==> config.mk <==
export PLATFORM = sky130hd
export DESIGN_NAME = lcd_write_arbiter
export DESIGN_NICKNAME = d
export VERILOG_FILES = /design/src/rtl/lcd_write_arbiter.sv
export SDC_FILE = /design/constraint.sdc
export NUM_CORES = 1
export LEC_CHECK = 0
export CAP_MARGIN = 40
export CORE_MARGIN = 1
export CORE_UTILIZATION = 30
export DETAILED_ROUTE_END_ITERATION = 10
export PLACE_DENSITY = 0.49
export SYNTH_ARGS = -nofsm -noshare
export SYNTH_HDL_FRONTEND = slang
export SYNTH_SLANG_ARGS = --single-unit
==> constraint.sdc <==
create_clock -name Clock -period 3.1 [get_ports Clock]
set_clock_uncertainty 0.05 [all_clocks]
set_input_delay 0.775 -clock Clock [delete_from_list [all_inputs] [get_ports Clock]]
set_output_delay 0.775 -clock Clock [all_outputs]
set_load 0.01 [all_outputs]
==> src/rtl/lcd_write_arbiter.sv <==
// Two-port round-robin byte arbiter feeding a small FIFO, drained one byte per
// ready / data-ready handshake into the LCD character controller.
module lcd_write_arbiter #(
  parameter int DEPTH = 4,
  parameter int AW    = 2
) (
  input  logic          Clock,
  input  logic          Reset,
  input  logic          iReq0,
  input  logic [7:0]    iData0,
  output logic          oAck0,
  input  logic          iReq1,
  input  logic [7:0]    iData1,
  output logic          oAck1,
  input  logic          iLCD_Ready,
  output logic [7:0]    oLCD_Data,
  output logic          oLCD_DataReady,
  output logic          oFull,
  output logic          oEmpty,
  output logic [AW:0]   oCount
);

  localparam logic [1:0]  ST_IDLE  = 2'd0;
  localparam logic [1:0]  ST_SEND  = 2'd1;
  localparam logic [1:0]  ST_WAIT  = 2'd2;
  localparam logic [AW:0] FULL_CNT = (AW+1)'(DEPTH);

  logic [7:0]    mem_r [DEPTH];
  logic [AW-1:0] wr_ptr_r;
  logic [AW-1:0] rd_ptr_r;
  logic [AW:0]   count_r;
  logic [1:0]    state_r;
  logic          last_r;
  logic [7:0]    lcd_data_r;
  logic          lcd_dr_r;

  logic          full_s;
  logic          empty_s;
  logic          grant0_s;
  logic          grant1_s;
  logic          push_s;
  logic          pop_s;
  logic [7:0]    push_data_s;
  logic [1:0]    state_next_s;

  assign full_s  = (count_r == FULL_CNT);
  assign empty_s = (count_r == {(AW+1){1'b0}});

  // Grant from the registered count only, so a pop never frees space for a same-cycle push.
  always_comb begin
    grant0_s = 1'b0;
    grant1_s = 1'b0;
    if (!Reset && !full_s) begin
      if (iReq0 && iReq1) begin
        if (last_r) begin
          grant0_s = 1'b1;
        end else begin
          grant1_s = 1'b1;
        end
      end else begin
        grant0_s = iReq0;
        grant1_s = iReq1;
      end
    end else begin
      grant0_s = 1'b0;
      grant1_s = 1'b0;
    end
  end

  assign push_s      = grant0_s | grant1_s;
  assign push_data_s = grant1_s ? iData1 : iData0;
  assign pop_s       = (state_r == ST_SEND);

  // Drain FSM: SEND lasts one cycle; WAIT needs the controller to go busy before re-arming.
  always_comb begin
    state_next_s = state_r;
    case (state_r)
      ST_IDLE: begin
        if (!empty_s && iLCD_Ready) begin
          state_next_s = ST_SEND;
        end else begin
          state_next_s = ST_IDLE;
        end
      end
      ST_SEND: state_next_s = ST_WAIT;
      ST_WAIT: begin
        if (!iLCD_Ready) begin
          state_next_s = ST_IDLE;
        end else begin
          state_next_s = ST_WAIT;
        end
      end
      default: state_next_s = ST_IDLE;
    endcase
  end

  // FIFO storage; contents need no reset because count gates every read.
  always_ff @(posedge Clock) begin
    if (push_s) begin
      mem_r[wr_ptr_r] <= push_data_s;
    end
  end

  // Pointers, occupancy, arbitration history and the LCD-facing registers.
  always_ff @(posedge Clock) begin
    if (Reset) begin
      wr_ptr_r   <= {AW{1'b0}};
      rd_ptr_r   <= {AW{1'b0}};
      count_r    <= {(AW+1){1'b0}};
      state_r    <= ST_IDLE;
      last_r     <= 1'b1;
      lcd_data_r <= 8'h00;
      lcd_dr_r   <= 1'b0;
    end else begin
      if (push_s) begin
        wr_ptr_r <= wr_ptr_r + AW'(1);
        last_r   <= grant1_s;
      end
      if (pop_s) begin
        rd_ptr_r <= rd_ptr_r + AW'(1);
      end
      case ({push_s, pop_s})
        2'b10:   count_r <= count_r + (AW+1)'(1);
        2'b01:   count_r <= count_r - (AW+1)'(1);
        default: count_r <= count_r;
      endcase
      state_r <= state_next_s;
      if (state_r == ST_IDLE && state_next_s == ST_SEND) begin
        lcd_data_r <= mem_r[rd_ptr_r];
      end
      lcd_dr_r <= (state_next_s == ST_SEND);
    end
  end

  assign oAck0          = grant0_s;
  assign oAck1          = grant1_s;
  assign oLCD_Data      = lcd_data_r;
  assign oLCD_DataReady = lcd_dr_r;
  assign oFull          = full_s;
  assign oEmpty         = empty_s;
  assign oCount         = count_r;

endmodule

==> results of run 1 <==
-- synth_stat cells (all sizes together) --
library cell   n
or3b           2
a21oi         11
a21o           2
nor3           2
o31ai          1
xor2           3
fa             1
nor3b          1
or2            1
ha             5
nand2b         1
nand3b         1
nor2b          3
dfxtp         19
nand4          1
buf            5
clkbuf         4
a211oi         1
and3           1
inv            9
nand2          1
nand3          9
o21ai         10
or3            2
and2           4
and4           1
mux2           8
mux4           8
nor2           6
xnor2          1
edfxtp        32
-- worst min path at each step --
stage,to,cells past startpoint
floorplan,last_r$_SDFFE_PP1P_,1
global placement,last_r$_SDFFE_PP1P_,1
detailed placement,oLCD_Data[3]$_SDFFE_PP0P_,2
CTS,oLCD_Data[3]$_SDFFE_PP0P_,2
global route,oLCD_Data[3]$_SDFFE_PP0P_,2
finish,oLCD_Data[4]$_SDFFE_PP0P_,2
-- layer usage --
metal	vias to the layer above	global-route usage	share of wire	routed length [um]
li1	646	-	-	-
met1	634	0.136	0.47	1810
met2	33	0.181	0.48	1860
met3	5	0.0313	0.036	140
met4	0	0.0402	0.017	67
met5	-	0	0	0
-- power by group --
part           switching, mW  total [mW]  leakage [nW]  internal [mW]
registers             0.0373       0.823         0.447          0.786
logic                  0.150       0.315         0.453          0.165
clock network          0.213       0.536        0.0654          0.323
-- logic make-up after synthesis --
kind of cell,Yosys count
adders and majority gates,6
AOI/OAI and AO/OA,25
muxes,16
xor gates and xnor gates,4
buffers and inverters,18
DFF,51
and+or+nand+nor,36
-- worst reg2reg max path, stage by stage, from the launching register on --
cell	delay, ns
dfxtp_1	0.40
or3b_4	0.44
and3_1	0.19
inv_1	0.06
ha_1	0.17
inv_1	0.06
fa_1	0.37
xor2_1	0.16
or3_1	0.32
a21oi_1	0.13
-- final cells by class --
class                           instances  area (um2)
Tap cell                               96         120
Clock buffer                            6        72.6
Inverter                                9        33.8
Timing Repair Buffer                   41         398
Fill cell                             665        4120
Multi-Input combinational cell         87         762
Sequential cell                        51        1340
Clock inverter                          2        60.1
-- registers in the layout (all words and copies together), names as in the netlist --
register,flops
oLCD_Data,8
rd_ptr_r,2
last_r,1
oLCD_DataReady,1
wr_ptr_r,2
oCount,3
state_r,2
mem_r,32
-- per-stage QoR --
step	cells	hold WS, ns	setup WS, ns	total power, mW
floorplan	156	0.389	0.339	1.03
global placement	284	0.399	0.0645	1.15
detailed placement	284	0.418	-0.00213	1.16
CTS	292	0.431	0.122	1.68
global route	292	0.459	0.0469	1.74
finish	292	0.427	0.169	1.67
-- timing repair --
item                                    4_1_cts  5_1_grt
hold buffers                                  0        0
gates resized for setup                       0        1
endpoints found under the setup margin        0        1
setup buffers                                 0        0
==> run_results.csv, run 1 <==
group,metric,value,unit
logic_synthesis,synth_top_cells_by_area,"edfxtp_1 (44%), dfxtp_1 (17%), mux4_2 (8.3%)",
global_route,first_pass_grt_wire_length,6120,um
power,worst_ir_drop_vdd,0.278,mV
setup_path,r2r_start,"oCount[2]$_SDFFE_PP0P_",
floorplan,die_outline_area,7620,um2
cells_and_area,number_of_nets_in_the_finished_design,222,
cts,path_clk_slew,0.09,ns
setup_path,critical_path.startpoint,"Reset",
setup_path,worstPathArrival,2.11,ns
sta,post-route-period-util,0.945,
logic_synthesis,synth-seq-area-share,0.615,
floorplan,floorplan.core_area,6910,um2
placed_design,dp.final_hpwl,2840,um
logic_synthesis,synth_compound_gate_area_share,0.0619,
setup_path,required,2.27,ns
logic_synthesis,synth-warning-count,0,
setup_path,crit_path_end_kind,"output pin",
cells_and_area,syn2layout_area_growth,27.8,%
power,power.leakage,0.965,nW
worst_hold_path,hold_class,"reg -> reg",
setup_path,timing.critical_path.to,"oAck1",
logic_synthesis,synth_fa_ha_area_frac,0.0378,
detailed_routing,wl_per_cell,13.3,um
cts,h-tree-depth,2,
setup_path,path_common_cell,"clkdlybuf4s50_1",
logic_synthesis,syn_inst,156,
sta,final.setup.tns,0,ns
setup_path,critPathBufInv,3,
logic_synthesis,synth-simple-area-share,0.0958,
placed_design,buffers_added_on_ports,36,
placed_design,gpl.final_weighted_congestion,0.649,
setup_path,cp_num_cells,4,
cts,numCtsBuffers,5,
detailed_routing,ant_nets,0,
logic_synthesis,post_synthesis_instance_area,2180,um2
logic_synthesis,post_synth_xor_area_fraction,0.0161,
sta,unrepaired_setup_endpoints_after_global_routing,"false",
setup_path,worst-path-max-fanout,5,
global_route,antenna_found_initial,0,
cells_and_area,drive_above_1_share,0.168,
placed_design,detailed_place.area,2660,um2
cts,worst_skew_pair.late_latency,0.30,ns
sta,finalMaxSlewViolations,0,
global_route,overflow,0,
detailed_routing,drt-total-wl,3880,um
logic_synthesis,area_fraction_of_the_dominant_cell_type_after_synthesis,0.440,
detailed_routing,drtPass1Iterations,6,
floorplan,initial_core_util,0.316,
global_route,number_of_global_route_vias_before_repair,1261,
setup_path,number_of_cells_on_the_worst_reg_to_reg_path,9,
sta,finalWorstPathRequiredPeriod,2.93,ns
cts,tritoncts_num_sinks,51,
logic_synthesis,synth.lib_cells_used.distinct,34,
floorplan,core.rowCount,30,
cts,clock_path_buffers,2,
global_route,grt_use_total,0.110,
sta,tightest_slew,0.638,ns
detailed_routing,route.vias.total,1318,
sta,report.final.hold_viol_count,0,
cells_and_area,antenna-diode-count,0,
setup_path,critical_path.startpoint_type,"primary input",
setup_path,critical_path.top_delay_family,"buffers and inverters",
sta,finalSetupViolations,0,
logic_synthesis,ys_ff_latch,51,
cells_and_area,final_area,2790,um2
floorplan,die_w,87.3,um
logic_synthesis,post_synth_mux_area_share,0.138,
setup_path,path_cells,"clkdlybuf4s50_1 -> inv_2 -> and4_4 -> clkdlybuf4s50_1",
logic_synthesis,synth_top_area_cell,"edfxtp_1",
logic_synthesis,synthesis.nets,183,
floorplan,die_height,87.3,um
setup_path,critical_path.slowest_cell,"clkdlybuf4s50_1",
detailed_routing,post-route-drc-count,0,
floorplan,io-pin-count,37,
sta,max_slew_margin,0.574,
cells_and_area,most-common-layout-cells,"clkdlybuf4s50_1 (36), edfxtp_1 (32), dfxtp_1 (19)",
setup_path,reg2reg_setup_slack,0.70,ns
sta,achievable-frequency,341,MHz
run_status,status,"complete, no violations",
detailed_routing,vias_per_cell,4.51,
cts,cts_root_buffer,"clkbuf_8",
cells_and_area,finish.utilization,0.404,
logic_synthesis,syn-mean-instance-area,14.0,um2
setup_path,slowest_stage_delay_on_critical_path,0.53,ns
logic_synthesis,main_combinational_cell_family_by_area_after_synthesis,"multiplexers",
job,number_of_violations_of_the_max_capacitance_limit,0,
cells_and_area,commonest_non_fill_non_tap_cell_in_the_layout,"clkdlybuf4s50_1",
global_route,largest_net_degree_at_the_start_of_global_routing,19,
detailed_routing,drt-initial-drc-count,76,
power,power.density_cell_area,601,nW/um2
worst_hold_path,worst_hold_startpoint,"oLCD_Data[4]$_SDFFE_PP0P_",
setup_path,worst_r2r_endpoint,"oCount[2]$_SDFFE_PP0P_",
setup_path,critPathKind,"in -> out",
cts,cts_tree,"built",
Note: power is estimated with default switching activity, not from simulation.
==> run 2, diff against run 1 <==
--- a/config.mk
+++ b/config.mk
@@ -7,9 +7,9 @@
 export LEC_CHECK = 0
 export CAP_MARGIN = 40
 export CORE_MARGIN = 1
-export CORE_UTILIZATION = 30
+export CORE_UTILIZATION = 52
 export DETAILED_ROUTE_END_ITERATION = 10
-export PLACE_DENSITY = 0.49
+export PLACE_DENSITY = 0.77
 export SYNTH_ARGS = -nofsm -noshare
 export SYNTH_HDL_FRONTEND = slang
 export SYNTH_SLANG_ARGS = --single-unit
==> run 2 against run 1 <==
  * Final cell count is 16% lower
  * Clock-buffer cell count did not move
  * Global-route usage increased by 9.3 points
  * Critical path depth unchanged
  * Critical endpoint unchanged
  * Largest cell class unchanged
==> run_results.csv, run 2 (synthesis gave the netlist of run 1 again) <==
group,metric,value,unit
sta,tightest_slew,0.622,ns
setup_path,critical_path.slowest_cell,"clkdlybuf4s50_1",
global_route,grt_use_total,0.203,
detailed_routing,route.layer.met1.wl,1590,um
detailed_routing,route.vias.total,1309,
cells_and_area,finish.utilization,0.677,
floorplan,initial_core_util,0.542,
power,power.density_cell_area,603,nW/um2
sta,layout_setup_ws,0.141,ns
cts,postCtsSetupRepairBufs,0,
cells_and_area,drive_above_1_share,0.168,
sta,fin_hold_ws,0.432,ns
global_route,number_of_global_route_vias_before_repair,1273,
cells_and_area,most-common-layout-cells,"clkdlybuf4s50_1 (36), edfxtp_1 (32), dfxtp_1 (19)",
global_route,overflow,0,
setup_path,critPathBufInv,3,
cts,resize_count_post_cts,0,
sta,unrepaired_setup_endpoints_after_global_routing,"false",
placed_design,detailed_place.area,2600,um2
placed_design,buffers_added_on_ports,36,
placed_design,pre_cts_ws,-0.00900,ns
detailed_routing,post-route-drc-count,0,
detailed_routing,met3_wirelength,172,um
setup_path,path_cells,"clkdlybuf4s50_1 -> inv_1 -> and4_4 -> clkdlybuf4s50_1",
sta,finalWorstPathRequiredPeriod,2.96,ns
sta,max_slew_margin,0.585,
cells_and_area,syn2layout_area_growth,25.1,%
detailed_routing,wl_per_cell,15.7,um
cells_and_area,number_of_nets_in_the_finished_design,222,
cells_and_area,largest_register_ff_count,32,
floorplan,die_height,66.8,um
placed_design,gpl.final_weighted_congestion,0.655,
setup_path,crit_path_end_kind,"output pin",
sta,achievable-frequency,338,MHz
sta,final.setup.tns,0,ns
cts,tritoncts_num_sinks,51,
cells_and_area,final_cells,246,
setup_path,worst-path-max-fanout,5,
cts,worst_skew_pair.late_latency,0.29,ns
cells_and_area,antenna-diode-count,0,
floorplan,core.rowCount,23,
setup_path,required,2.27,ns
sta,finalMaxSlewViolations,0,
detailed_routing,drt-initial-drc-count,58,
detailed_routing,drtPass1Iterations,4,
setup_path,slowest_stage_delay_on_critical_path,0.54,ns
power,power.leakage,0.963,nW
sta,report.final.hold_viol_count,0,
cells_and_area,final_area,2730,um2
floorplan,io-pin-count,37,
worst_hold_path,hold_class,"reg -> reg",
detailed_routing,drt-total-wl,3850,um
sta,finalSetupViolations,0,
global_route,first_pass_grt_wire_length,6190,um
cts,cts_tree,"built",
cts,h-tree-depth,2,
detailed_routing,met2WireLength,2040,um
floorplan,die_w,66.8,um
setup_path,reg2reg_setup_slack,0.70,ns
floorplan,floorplan.core_area,4030,um2
detailed_routing,vias_per_cell,5.32,
run_status,status,"complete, no violations",
power,worst_ir_drop_vdd,0.319,mV
global_route,antenna_found_initial,0,
cts,cts_hold_repair.buffers,0,
power,total_power,1.64,mW
setup_path,critPathKind,"in -> out",
setup_path,worstPathArrival,2.13,ns
cts,numCtsBuffers,5,
placed_design,dp.final_hpwl,2800,um
sta,post-route-period-util,0.955,
detailed_routing,ant_nets,0,
setup_path,path_common_cell,"clkdlybuf4s50_1",
detailed_routing,dr.max_layer_used,"met4",
cells_and_area,largest-register,"mem_r",
cts,clock_path_buffers,2,
cts,cts_root_buffer,"clkbuf_8",
setup_path,critical_path.top_delay_family,"buffers and inverters",
cts,path_clk_slew,0.09,ns
global_route,largest_net_degree_at_the_start_of_global_routing,19,
placed_design,dp.cells,238,
cells_and_area,commonest_non_fill_non_tap_cell_in_the_layout,"clkdlybuf4s50_1",
floorplan,die_outline_area,4460,um2
job,number_of_violations_of_the_max_capacitance_limit,0,
setup_path,critical_path.startpoint_type,"primary input",
## run 2: tightest hold or removal path: cells and delay by family, from the launching register on
kind               cells  cell delay [ns]
DFF                    1             0.32
AOI/OAI and AO/OA      2             0.13
## run 2: final timing paths
kind,endpoint,start,cells past startpoint
worst max-delay path,oAck1,Reset,4
worst min-delay path,oLCD_Data[4]$_SDFFE_PP0P_,oLCD_Data[4]$_SDFFE_PP0P_,2
worst max register to register,oCount[2]$_SDFFE_PP0P_,oCount[2]$_SDFFE_PP0P_,9
worst min register to register,oLCD_Data[4]$_SDFFE_PP0P_,oLCD_Data[4]$_SDFFE_PP0P_,2
## run 2: per-layer routing
| layer | up-vias | global-route usage |
|---|---|---|
| met1 | 617 | 0.239 |
| met5 | - | 0 |
| met4 | 0 | 0.0798 |
| met2 | 40 | 0.340 |
| li1 | 646 | - |
| met3 | 6 | 0.0685 |
## run 2: area by class of cell
type / instances / area (um2)
Clock inverter: 2 / 37.5
Timing Repair Buffer: 41 / 398
Clock buffer: 6 / 93.8
Multi-Input combinational cell: 87 / 762
Inverter: 9 / 33.8
Tap cell: 50 / 62.6
Fill cell: 285 / 1300
Sequential cell: 51 / 1340
## run 2: power breakdown
part	internal, mW	switching, mW	total (mW)
Clock	0.289	0.213	0.502
Combinational	0.165	0.153	0.318
Sequential	0.786	0.0392	0.825
Total	1.24	0.404	1.64
